===== config.mk =====
export PLATFORM = sky130hd
export DESIGN_NAME = dynamic_branch_predictor_flat
export DESIGN_NICKNAME = d
export VERILOG_FILES = /design/src/rtl/dynamic_branch_predictor_if.sv /design/src/rtl/dynamic_branch_predictor.sv /design/src/flat_wrapper.sv
export SDC_FILE = /design/constraint.sdc
export NUM_CORES = 1
export LEC_CHECK = 0
export ABC_AREA = 1
export ABC_CLOCK_PERIOD_IN_PS = 2800
export CORE_MARGIN = 2
export CORE_UTILIZATION = 33
export DETAILED_ROUTE_END_ITERATION = 16
export SLEW_MARGIN = 20
export SYNTH_ARGS = -nofsm -noshare
export SYNTH_HDL_FRONTEND = slang
export SYNTH_SLANG_ARGS = --single-unit

===== constraint.sdc =====
create_clock -name clk -period 2.8 [get_ports clk]
set_clock_uncertainty 0.1 [all_clocks]
set_input_delay 0.28 -clock clk [delete_from_list [all_inputs] [get_ports clk]]
set_output_delay 0.28 -clock clk [all_outputs]
set_load 0.05 [all_outputs]

===== src/rtl/dynamic_branch_predictor_if.sv =====
// rtl/dynamic_branch_predictor_if.sv - fetch/execute bundle for the bimodal branch predictor
//
// Purpose : groups the fetch-side decode/predict signals, the execute-side
//           training strobe and the statistics outputs of the predictor.
// Signals : fetch_pc, instruction                 -> predictor (fetch)
//           branch_prediction, JALR, is_cond_branch <- predictor (fetch)
//           update_valid/pc/taken/predicted       -> predictor (execute)
//           branch_count, mispredict_count        <- predictor (stats)
// Modports: master = pipeline side, slave = predictor side.
interface dynamic_branch_predictor_if #(
    parameter int size   = 32,
    parameter int STAT_W = 32
);
    logic [size-1:0]   fetch_pc;
    logic [size-1:0]   instruction;
    logic              branch_prediction;
    logic              JALR;
    logic              is_cond_branch;
    logic              update_valid;
    logic [size-1:0]   update_pc;
    logic              update_taken;
    logic              update_predicted;
    logic [STAT_W-1:0] branch_count;
    logic [STAT_W-1:0] mispredict_count;

    modport master (
        output fetch_pc, instruction,
        output update_valid, update_pc, update_taken, update_predicted,
        input  branch_prediction, JALR, is_cond_branch,
        input  branch_count, mispredict_count
    );

    modport slave (
        input  fetch_pc, instruction,
        input  update_valid, update_pc, update_taken, update_predicted,
        output branch_prediction, JALR, is_cond_branch,
        output branch_count, mispredict_count
    );
endinterface


===== src/rtl/dynamic_branch_predictor.sv =====
// rtl/dynamic_branch_predictor.sv - bimodal branch predictor with saturating counter table and stats
//
// Purpose : decodes JAL/JALR/conditional branch from the fetched word, predicts
//           conditional branches from a PC-indexed table of saturating counters,
//           trains that table from resolved-branch updates and keeps saturating
//           branch / mispredict statistics.
// Ports   : clk   - clock, all state changes on the rising edge
//           reset - synchronous active-high reset (wins over a same-cycle update)
//           bp    - dynamic_branch_predictor_if.slave (fetch, update and stats signals)
module dynamic_branch_predictor #(
    parameter int size      = 32,
    parameter int BHT_DEPTH = 64,
    parameter int CTR_W     = 2,
    parameter int CTR_INIT  = 1,
    parameter int STAT_W    = 32
) (
    input  logic                          clk,
    input  logic                          reset,
    dynamic_branch_predictor_if.slave     bp
);
    localparam int IDX_W = $clog2(BHT_DEPTH);

    localparam logic [4:0] OPC_JAL    = 5'b11011;
    localparam logic [4:0] OPC_BRANCH = 5'b11000;
    localparam logic [4:0] OPC_JALR   = 5'b11001;

    localparam logic [CTR_W-1:0]  CTR_MAX   = {CTR_W{1'b1}};
    localparam logic [CTR_W-1:0]  CTR_RST   = CTR_W'(CTR_INIT);
    localparam logic [STAT_W-1:0] STAT_MAX  = {STAT_W{1'b1}};

    logic [CTR_W-1:0]  r_bht [BHT_DEPTH];
    logic [STAT_W-1:0] r_branch_count;
    logic [STAT_W-1:0] r_mispredict_count;

    logic [4:0]       w_opc;
    logic             w_is_jal;
    logic             w_is_branch;
    logic             w_is_jalr;
    logic [IDX_W-1:0] w_fetch_idx;
    logic [IDX_W-1:0] w_upd_idx;
    logic [CTR_W-1:0] w_upd_ctr;
    logic             w_unused;

    assign w_opc       = bp.instruction[6:2];
    assign w_is_jal    = (w_opc == OPC_JAL);
    assign w_is_branch = (w_opc == OPC_BRANCH);
    assign w_is_jalr   = (w_opc == OPC_JALR);

    // Word-aligned PCs: bits [1:0] never select an entry; higher bits alias.
    assign w_fetch_idx = bp.fetch_pc[IDX_W+1:2];
    assign w_upd_idx   = bp.update_pc[IDX_W+1:2];
    assign w_upd_ctr   = r_bht[w_upd_idx];

    // Fetch reads the table as registered, so a same-cycle update is not bypassed.
    assign bp.branch_prediction = w_is_jal | (w_is_branch & r_bht[w_fetch_idx][CTR_W-1]);
    assign bp.JALR              = w_is_jalr;
    assign bp.is_cond_branch    = w_is_branch;
    assign bp.branch_count      = r_branch_count;
    assign bp.mispredict_count  = r_mispredict_count;

    assign w_unused = ^{bp.instruction[size-1:7], bp.instruction[1:0],
                        bp.fetch_pc[size-1:IDX_W+2], bp.fetch_pc[1:0],
                        bp.update_pc[size-1:IDX_W+2], bp.update_pc[1:0]};

    always_ff @(posedge clk) begin
        if (reset) begin
            for (int i = 0; i < BHT_DEPTH; i++) begin
                r_bht[i] <= CTR_RST;
            end
            r_branch_count     <= '0;
            r_mispredict_count <= '0;
        end else if (bp.update_valid) begin
            if (bp.update_taken) begin
                if (w_upd_ctr != CTR_MAX) begin
                    r_bht[w_upd_idx] <= w_upd_ctr + 1'b1;
                end
            end else begin
                if (w_upd_ctr != '0) begin
                    r_bht[w_upd_idx] <= w_upd_ctr - 1'b1;
                end
            end
            if (r_branch_count != STAT_MAX) begin
                r_branch_count <= r_branch_count + 1'b1;
            end
            if ((bp.update_predicted != bp.update_taken) && (r_mispredict_count != STAT_MAX)) begin
                r_mispredict_count <= r_mispredict_count + 1'b1;
            end
        end
    end
endmodule


===== src/flat_wrapper.sv =====
// flat-port wrapper written by rule: the top's interface ports become plain ports
module dynamic_branch_predictor_flat 
#(
    parameter int size      = 32,
    parameter int BHT_DEPTH = 64,
    parameter int CTR_W     = 2,
    parameter int CTR_INIT  = 1,
    parameter int STAT_W    = 32
)
  (clk, reset, bp_fetch_pc, bp_instruction, bp_update_valid, bp_update_pc, bp_update_taken, bp_update_predicted, bp_branch_prediction, bp_JALR, bp_is_cond_branch, bp_branch_count, bp_mispredict_count);
  dynamic_branch_predictor_if #(.size(size), .STAT_W(STAT_W)) bp_i ();
  input  logic clk;
  input  logic reset;
  input wire logic [$bits(bp_i.fetch_pc)-1:0] bp_fetch_pc;
  input wire logic [$bits(bp_i.instruction)-1:0] bp_instruction;
  input wire logic [$bits(bp_i.update_valid)-1:0] bp_update_valid;
  input wire logic [$bits(bp_i.update_pc)-1:0] bp_update_pc;
  input wire logic [$bits(bp_i.update_taken)-1:0] bp_update_taken;
  input wire logic [$bits(bp_i.update_predicted)-1:0] bp_update_predicted;
  output wire logic [$bits(bp_i.branch_prediction)-1:0] bp_branch_prediction;
  output wire logic [$bits(bp_i.JALR)-1:0] bp_JALR;
  output wire logic [$bits(bp_i.is_cond_branch)-1:0] bp_is_cond_branch;
  output wire logic [$bits(bp_i.branch_count)-1:0] bp_branch_count;
  output wire logic [$bits(bp_i.mispredict_count)-1:0] bp_mispredict_count;
  assign bp_i.fetch_pc = bp_fetch_pc;
  assign bp_i.instruction = bp_instruction;
  assign bp_i.update_valid = bp_update_valid;
  assign bp_i.update_pc = bp_update_pc;
  assign bp_i.update_taken = bp_update_taken;
  assign bp_i.update_predicted = bp_update_predicted;
  assign bp_branch_prediction = bp_i.branch_prediction;
  assign bp_JALR = bp_i.JALR;
  assign bp_is_cond_branch = bp_i.is_cond_branch;
  assign bp_branch_count = bp_i.branch_count;
  assign bp_mispredict_count = bp_i.mispredict_count;
  dynamic_branch_predictor #(.size(size), .BHT_DEPTH(BHT_DEPTH), .CTR_W(CTR_W), .CTR_INIT(CTR_INIT), .STAT_W(STAT_W)) u_core (.clk(clk), .reset(reset), .bp(bp_i));
endmodule

==> results of run 1 <==
-- per-layer routing --
metal	vias up	part of all wire, %
li1	5203	-
met1	4960	45
met2	384	46
met3	45	7.7
met4	0	2.1
met5	-	0
-- layout make-up --
cell class | instances | area (µm²) | share of cell area [%]
clock buffer | 19 | 433 | 3.25
clock inverter | 13 | 128 | 0.957
multi-input combinational | 1157 | 5040 | 37.8
timing repair buffer | 152 | 1630 | 12.2
tap | 442 | 553 | 4.15
sequential | 192 | 5120 | 38.4
inverter | 114 | 428 | 3.21
-- worst min-delay path, stage by stage, from the launching register on --
cell and delay (ps):
sky130_fd_sc_hd__dfxtp_1 340, sky130_fd_sc_hd__inv_1 60, sky130_fd_sc_hd__a21oi_1 50
-- worst paths after layout --
kind	end	slack, ps
worst max-delay path	u_core.r_bht[39][0]	140
worst min-delay path	u_core.bp.branch_count[11]	390
worst max register to register	u_core.r_bht[39][0]	240
worst min register to register	u_core.bp.branch_count[11]	390
-- logic make-up (layout without fill, tap and decap cells) --
logic type	count (synthesis)	after routing	share of synthesized area [%]
DFF	192	192	46.9
buffers and inverters	193	298	7.18
and+or+nand+nor	994	994	37.2
xor gates and xnor gates	14	14	1.12
AOI/OAI and AO/OA	147	147	7.42
adders and majority gates	2	2	0.229
-- where the power goes --
| part | internal (mW) | switching [mW] | total, mW |
|---|---|---|---|
| registers | 3.06 | 0.0275 | 3.08 |
| logic | 0.307 | 0.643 | 0.949 |
| clock network | 1.25 | 1.16 | 2.42 |
| total | 4.62 | 1.83 | 6.45 |
-- sequential cells by signal, summed over array words and instances, names as in the netlist --
name and cells:
u_core.r_bht 128, u_core.bp.branch_count 32, u_core.bp.mispredict_count 32
-- Yosys cell counts (6+ instances only) --
| library cell | count | area, µm² |
|---|---|---|
| sky130_fd_sc_hd__o21ai_1 | 6 | 30.0 |
| sky130_fd_sc_hd__edfxtp_1 | 128 | 3840 |
| sky130_fd_sc_hd__dfxtp_1 | 64 | 1280 |
| sky130_fd_sc_hd__o21bai_1 | 8 | 60.1 |
| sky130_fd_sc_hd__inv_1 | 111 | 417 |
| sky130_fd_sc_hd__clkbuf_1 | 40 | 150 |
| sky130_fd_sc_hd__nor3_1 | 44 | 220 |
| sky130_fd_sc_hd__nand4_1 | 21 | 131 |
| sky130_fd_sc_hd__a21oi_1 | 57 | 285 |
| sky130_fd_sc_hd__nor3b_1 | 10 | 75.1 |
| sky130_fd_sc_hd__buf_1 | 7 | 26.3 |
| sky130_fd_sc_hd__o21ai_0 | 55 | 275 |
| sky130_fd_sc_hd__o221ai_1 | 6 | 52.6 |
| sky130_fd_sc_hd__nand3_1 | 112 | 561 |
| sky130_fd_sc_hd__buf_4 | 8 | 60.1 |
| sky130_fd_sc_hd__a211oi_1 | 6 | 45.0 |
| sky130_fd_sc_hd__buf_2 | 23 | 115 |
| sky130_fd_sc_hd__xor2_1 | 9 | 78.8 |
| sky130_fd_sc_hd__nor2_1 | 221 | 830 |
| sky130_fd_sc_hd__nand2_1 | 571 | 2140 |
-- per-stage QoR --
stage               cell area, µm²  setup TNS (ps)  util [%]  setup WS (ps)  hold slack (ps)
floorplan                    10900               0         -            303              503
global placement             12700          -38880      38.9           -219              368
detailed placement           12700          -50010      38.9           -278              374
CTS                          13200               0      40.6            145              387
global route                 13300           -36.8      41.0          -9.79              426
finish                       13300               0      41.0            141              386
-- repair_timing --
item,CTS,global route
setup endpoints to repair,0,113
buffers inserted,0,3
resized for setup,0,4
-- cell usage in the layout, fill, tap and decap left out, types with 8 or more instances in the layout --
| cell | n |
|---|---|
| sky130_fd_sc_hd__nand3_1 | 112 |
| sky130_fd_sc_hd__buf_4 | 44 |
| sky130_fd_sc_hd__dfxtp_1 | 64 |
| sky130_fd_sc_hd__o21ai_1 | 8 |
| sky130_fd_sc_hd__clkbuf_16 | 20 |
| sky130_fd_sc_hd__nand4_1 | 21 |
| sky130_fd_sc_hd__xor2_1 | 9 |
| sky130_fd_sc_hd__inv_1 | 111 |
| sky130_fd_sc_hd__o21bai_1 | 8 |
| sky130_fd_sc_hd__nor3_1 | 44 |
| sky130_fd_sc_hd__nor3b_1 | 10 |
| sky130_fd_sc_hd__buf_12 | 18 |
| sky130_fd_sc_hd__a21oi_1 | 57 |
| sky130_fd_sc_hd__edfxtp_1 | 128 |
| sky130_fd_sc_hd__nand2_1 | 568 |
| sky130_fd_sc_hd__o21ai_0 | 53 |
| sky130_fd_sc_hd__clkdlybuf4s50_1 | 86 |
| sky130_fd_sc_hd__nor2_1 | 220 |
==> implementation parameters, run 1 <==
Parameter                              Value

Die
  Placeable core region    around 33000 µm²
  Overall die area    about 35000 µm²
  Starting Density    between 30 and 40%
  Die height    ~190 µm
  Number of top-level pins    about 170
  Width of the die    around 190 µm
  Standard-cell rows    66

Power and ir drop
  Worst voltage drop across the vdd grid    about 0.00042 V
  Leak pwr    about 5.2 nW
  Power density of the placed cells    483 nW/µm²
  Post-route total power    roughly 6.4 mW

Final layout
  Net count reported at finish    1737
  Number of filler instances in the final layout    about 3400
  Fin cells    ~2100
  Ratio of cells with drive above 1 in the final layout    between 6 and 7%
  Area added between synthesis and finish    22.0%
  Diode count    0

Global route
  Met3 global-route usage    between 3 and 4%
  Met2 routing resource usage after global routing    32.3%
  GRT Max-Usage Layer    met2
  Fraction of met1 tracks used by global routing    around a quarter
  Number of antenna violations at the first check in global routing    0
  Vias in the first global route    about 10000
  Grt total ovfl    0
  Wire length of the first global-routing pass    roughly 52000 µm
  Largest net degree at the start of global routing    100
  GRT Overall Usage    roughly 19%

Detailed routing
  Number of vias in the routed layout    10600
  Post-detailed-route wirelength per cell    between 15 and 20 µm
  Final Routed Wirelength    33200 µm
  Number of DRC markers after the initial detailed-route iteration    889
  Post-DRT Antenna Nets    0
  Number of DRC violations after detailed routing    0
  Via count normalized by instance count    5.07
  Count of TritonRoute iterations in the first routing pass    6

Setup path
  Crit path launch    bp_update_pc[3]
  Buffers and inverters on the worst path    6
  Setup CP Type    input port to register
  Setup crit start kind    input port
  Kind of end point of the critical path    register
  WP depth    18
  Worst EP arrival    about 2700 ps
  Crit Reg-Reg Startpoint    u_core.r_bht[42][1]
  Most prevalent standard cell on the critical path    sky130_fd_sc_hd__nand2_1
  Data required time at the worst endpoint    roughly 2900 ps
  Worst Path Max Fanout    17
  Series of cell instances along the critical path    clkdlybuf4s50_1 -> buf_12 -> inv_2 -> buf_4 -> nand2_1 -> nand2_1 -> nand2_1 -> nand2_1 -> nand2_1 -> nand2_1 -> nor2_1 -> nand2_2 -> nand2_1 -> nand2_1 -> nand2_4 -> buf_4 -> clkbuf_16 -> nand3_1
  Gate family responsible for the most delay along the worst path    buffers and inverters
  Crit path largest cell delay    roughly 510 ps
  Critical-path top delay cell    sky130_fd_sc_hd__clkdlybuf4s50_1
  R2R cell count    13

Logic synthesis
  Ys Warns    0
  Number of flip-flops and latches in the synthesized netlist    192
  Net Count, Synth    1645
  Fraction of synthesis flops using an asynchronous set or reset pin    0%
  Portion of the post-synthesis area used by sequential elements    46.9%
  Per-instance average area after synthesis    7.09 µm²
  Primary flip-flop cell chosen by synthesis mapping    sky130_fd_sc_hd__edfxtp_1
  Cell Area, Synth    between 10000 and 15000 µm²
  Post-synthesis instance total    1542
  Number of enable flip-flop cells after synthesis    between 100 and 150
  Count of unique library cells instantiated by Yosys    34

Worst hold path
  Depth of the worst hold-timing path    2
  Type of the tightest min-delay check    register to register
  Startpoint of the lowest-slack hold path    u_core.bp.branch_count[11]

STA
  Final worst path period share    roughly 95%
  Worst-Margin Slew    637 ps
  Tightest slew margin relative to the limit    between 50% and 60%
  Total setup violations reported at the end of the flow    0
  Final Hold Viols    0
  Clock period minus worst slack    2660 ps
  Maximum clock frequency    between 300 and 400 MHz
  Max Slew Vio Count    0

CTS
  Total CTS buffers    17
  Clock latency on the worst-skew pair    between 400 and 500 ps
  Number of buffers on the longest clock path    2
  CTS Root Cell    sky130_fd_sc_hd__clkbuf_16
  Clock tree from TritonCTS    built
  # H-tree levels    4
  Clock sinks    between 150 and 200
  Post-cts hold buffer count    0
  Worst-path clk slew    80 ps

Status
  Outcome    finished, final reports clean

Run
  Max capacitance violation total    0

Placement
  GP Congestion    around 0.88
  Cell total after placement    roughly 2100
  Half-perimeter wire length after detailed placement    about 22000 µm
  IO buf count    88
Note: power is estimated with default switching activity, not from simulation.
==> inputs of run 2 (changes only) <==
- CORE_UTILIZATION: 33 -> 30
- DONT_BUFFER_PORTS: unset -> 1
==> implementation parameters, run 2 (synthesized netlist as in run 1, its figures left out) <==
Parameter                              Value

Status
  Outcome    finished, final reports clean

Final layout
  Number of filler instances in the final layout    3764 (+12%)
  Post-route standard cell area excluding fillers    12600 µm² (-5.9%)
  Multi-input gate area in the final layout    5040 µm² (about the same)
  Leading cell types in the layout, fill and taps excluded    sky130_fd_sc_hd__nand2_1 (568), sky130_fd_sc_hd__nor2_1 (221), sky130_fd_sc_hd__edfxtp_1 (128)
  Share of the core filled with cells    35.1% (-5.9 points)
  Register containing the most flip-flops in the final layout    u_core.r_bht
  Area added between synthesis and finish    14.8%
  Flip-flop and latch area    5120 µm² (unchanged)
  Fin cells    2048 (-2.0%)
  Diode count    0 (unchanged)
  Most common cell after layout, fill and taps aside    sky130_fd_sc_hd__nand2_1
  Max reg flops    128 (unchanged)
  Ratio of cells with drive above 1 in the final layout    8.51% (+1.9 points)
  Net count reported at finish    1678 (-3.4%)

Placement
  Worst slack after detailed placement    244 ps (+522 ps)
  Cell total after placement    2011 (-2.0%)
  IO buf count    0 (-100%)
  Half-perimeter wire length after detailed placement    20700 µm (-5.8%)
  Area post-placement    11900 µm² (-6.1%)
  GP Congestion    0.893 (+1.2%)

Die
  Number of top-level pins    168 (unchanged)
  Starting Density    30.6% (-3.0 points)
  Die height    195 µm (+4.8%)
  Overall die area    38000 µm² (+9.8%)
  Width of the die    195 µm (+4.8%)
  Placeable core region    35700 µm² (+9.9%)
  Standard-cell rows    69 (+4.5%)

Setup path
  Kind of end point of the critical path    register
  Critical-path top delay cell    sky130_fd_sc_hd__edfxtp_1
  Series of cell instances along the critical path    or2_2 -> nand3_1 -> nand2_1 -> o21ai_1 -> nand2_1 -> nor2_1 -> nand2_1 -> nand2_1 -> nand2_1 -> nand2_4 -> buf_16 -> nand2_1 -> nand2_1
  Endpoint of the most critical register-to-register path    u_core.r_bht[42][0]
  Buffers and inverters on the worst path    1 (-5)
  R2R cell count    13 (unchanged)
  Data required time at the worst endpoint    2840 ps (-30 ps)
  Worst Path Max Fanout    56 (+39)
  Crit path launch    u_core.r_bht[42][1]
  Worst EP arrival    2580 ps (-150 ps)
  Crit path largest cell delay    400 ps (-110 ps)
  Flop2flop setup slack    260 ps (+20 ps)
  Setup crit start kind    register
  Most prevalent standard cell on the critical path    sky130_fd_sc_hd__nand2_1
  Crit Reg-Reg Startpoint    u_core.r_bht[42][1]
  Setup CP Type    register to register
  Gate family responsible for the most delay along the worst path    simple AND/OR/NAND/NOR gates

Detailed routing
  Number of vias in the routed layout    10200 (-3.4%)
  Post-DRT Antenna Nets    0 (unchanged)
  Number of DRC markers after the initial detailed-route iteration    803 (-9.7%)
  Post-detailed-route wirelength per cell    15.5 µm (-2.2%)
  Via count normalized by instance count    5.00 (-1.4%)
  Count of TritonRoute iterations in the first routing pass    6 (unchanged)
  Final Routed Wirelength    31800 µm (-4.2%)
  Number of DRC violations after detailed routing    0 (unchanged)

STA
  Final worst path period share    90.7% (-4.3 points)
  Slack of the critical path    261 ps (+120 ps)
  Maximum clock frequency    394 MHz (+4.7%)
  Sum of negative setup slack    0 ps (unchanged)
  Max Slew Vio Count    0 (unchanged)
  Hold slack final    10.5 ps (-376 ps)
  Total setup violations reported at the end of the flow    0 (unchanged)
  Final Hold Viols    0 (unchanged)
  Clock period minus worst slack    2540 ps (-120 ps)
  Unrepaired setup endpoints after global routing    no
  Tightest slew margin relative to the limit    43.5% (-14 points)
  Worst-Margin Slew    847 ps (+211 ps)

Worst hold path
  Startpoint of the lowest-slack hold path    reset
  Depth of the worst hold-timing path    2 (unchanged)
  Type of the tightest min-delay check    input port to register
  Terminating pin of the worst hold path    u_core.bp.mispredict_count[8]

CTS
  # H-tree levels    4 (unchanged)
  Number of buffers on the longest clock path    2 (unchanged)
  Total CTS buffers    17 (unchanged)
  Clock latency on the worst-skew pair    440 ps (about the same)
  Worst-path clk slew    80 ps (about the same)
  CTS Root Cell    sky130_fd_sc_hd__clkbuf_16
  Clock sinks    192 (unchanged)
  Clock tree from TritonCTS    built

Global route
  Largest net degree at the start of global routing    100 (unchanged)
  Wire length of the first global-routing pass    50700 µm (-2.9%)
  Vias in the first global route    9831 (-4.3%)
  GRT Overall Usage    16.9% (-2.4 points)
  Grt total ovfl    0 (unchanged)
  Number of antenna violations at the first check in global routing    0 (unchanged)

Power and ir drop
  Leak pwr    4.97 nW (-4.0%)
  Power density of the placed cells    503 nW/µm² (+4.1%)
  Worst voltage drop across the vdd grid    0.000441 V (+5.2%)
  Post-route total power    6.32 mW (-2.0%)

Run
  Max capacitance violation total    0 (unchanged)
## run 2: cell types whose count changed in the layout (fill, tap and decap cells not counted), moves of 3 or more
cell                              before  now
sky130_fd_sc_hd__clkdlybuf4s50_1      86    0
sky130_fd_sc_hd__buf_4                44   84
sky130_fd_sc_hd__buf_12               18    6
sky130_fd_sc_hd__clkinvlp_4            0    4
sky130_fd_sc_hd__clkbuf_16            20   17
## run 2: metal layers
| metal | wire length, µm | GRT usage [%] | share of wire (%) |
|---|---|---|---|
| met4 | 502 | 4.55 | 1.6 |
| met3 | 2960 | 4.82 | 9.3 |
| met5 | 0 | 0 | 0 |
| met2 | 14800 | 28.3 | 46 |
| met1 | 13600 | 21.3 | 43 |
## run 2: report_power, final
group	internal [mW]	switching [mW]	leakage (nW)
combinational	0.195	0.543	3.06
clock	1.33	1.17	0.273
sequential	3.06	0.0237	1.63
## run 2: how the worst max path moves through the flow
stage / endpoint / cells past startpoint / slack (ps)
after floorplan: u_core.bp.branch_count[8] / 13 / 300
after global placement: u_core.r_bht[45][1] / 15 / 280
after detailed placement: u_core.r_bht[10][1] / 16 / 240
after CTS: u_core.bp.branch_count[16] / 11 / 100
after global routing: u_core.r_bht[42][0] / 13 / 3
final: u_core.r_bht[42][0] / 13 / 260
## run 2: what timing repair did
item | CTS | global route
setup buffers | 0 | 4
resized for setup | 0 | 3
hold buffers | 2 | 0
endpoints found under the hold margin | 29 | 0
setup endpoints to repair | 0 | 2
## run 2: layout make-up
type / count / area share (%)
Clock inverter: 14 / 1.24
Clock buffer: 17 / 3.39
Sequential cell: 192 / 40.8
Inverter: 114 / 3.44
Tap cell: 461 / 4.60
Multi-Input combinational cell: 1157 / 40.1
Timing Repair Buffer: 93 / 6.37
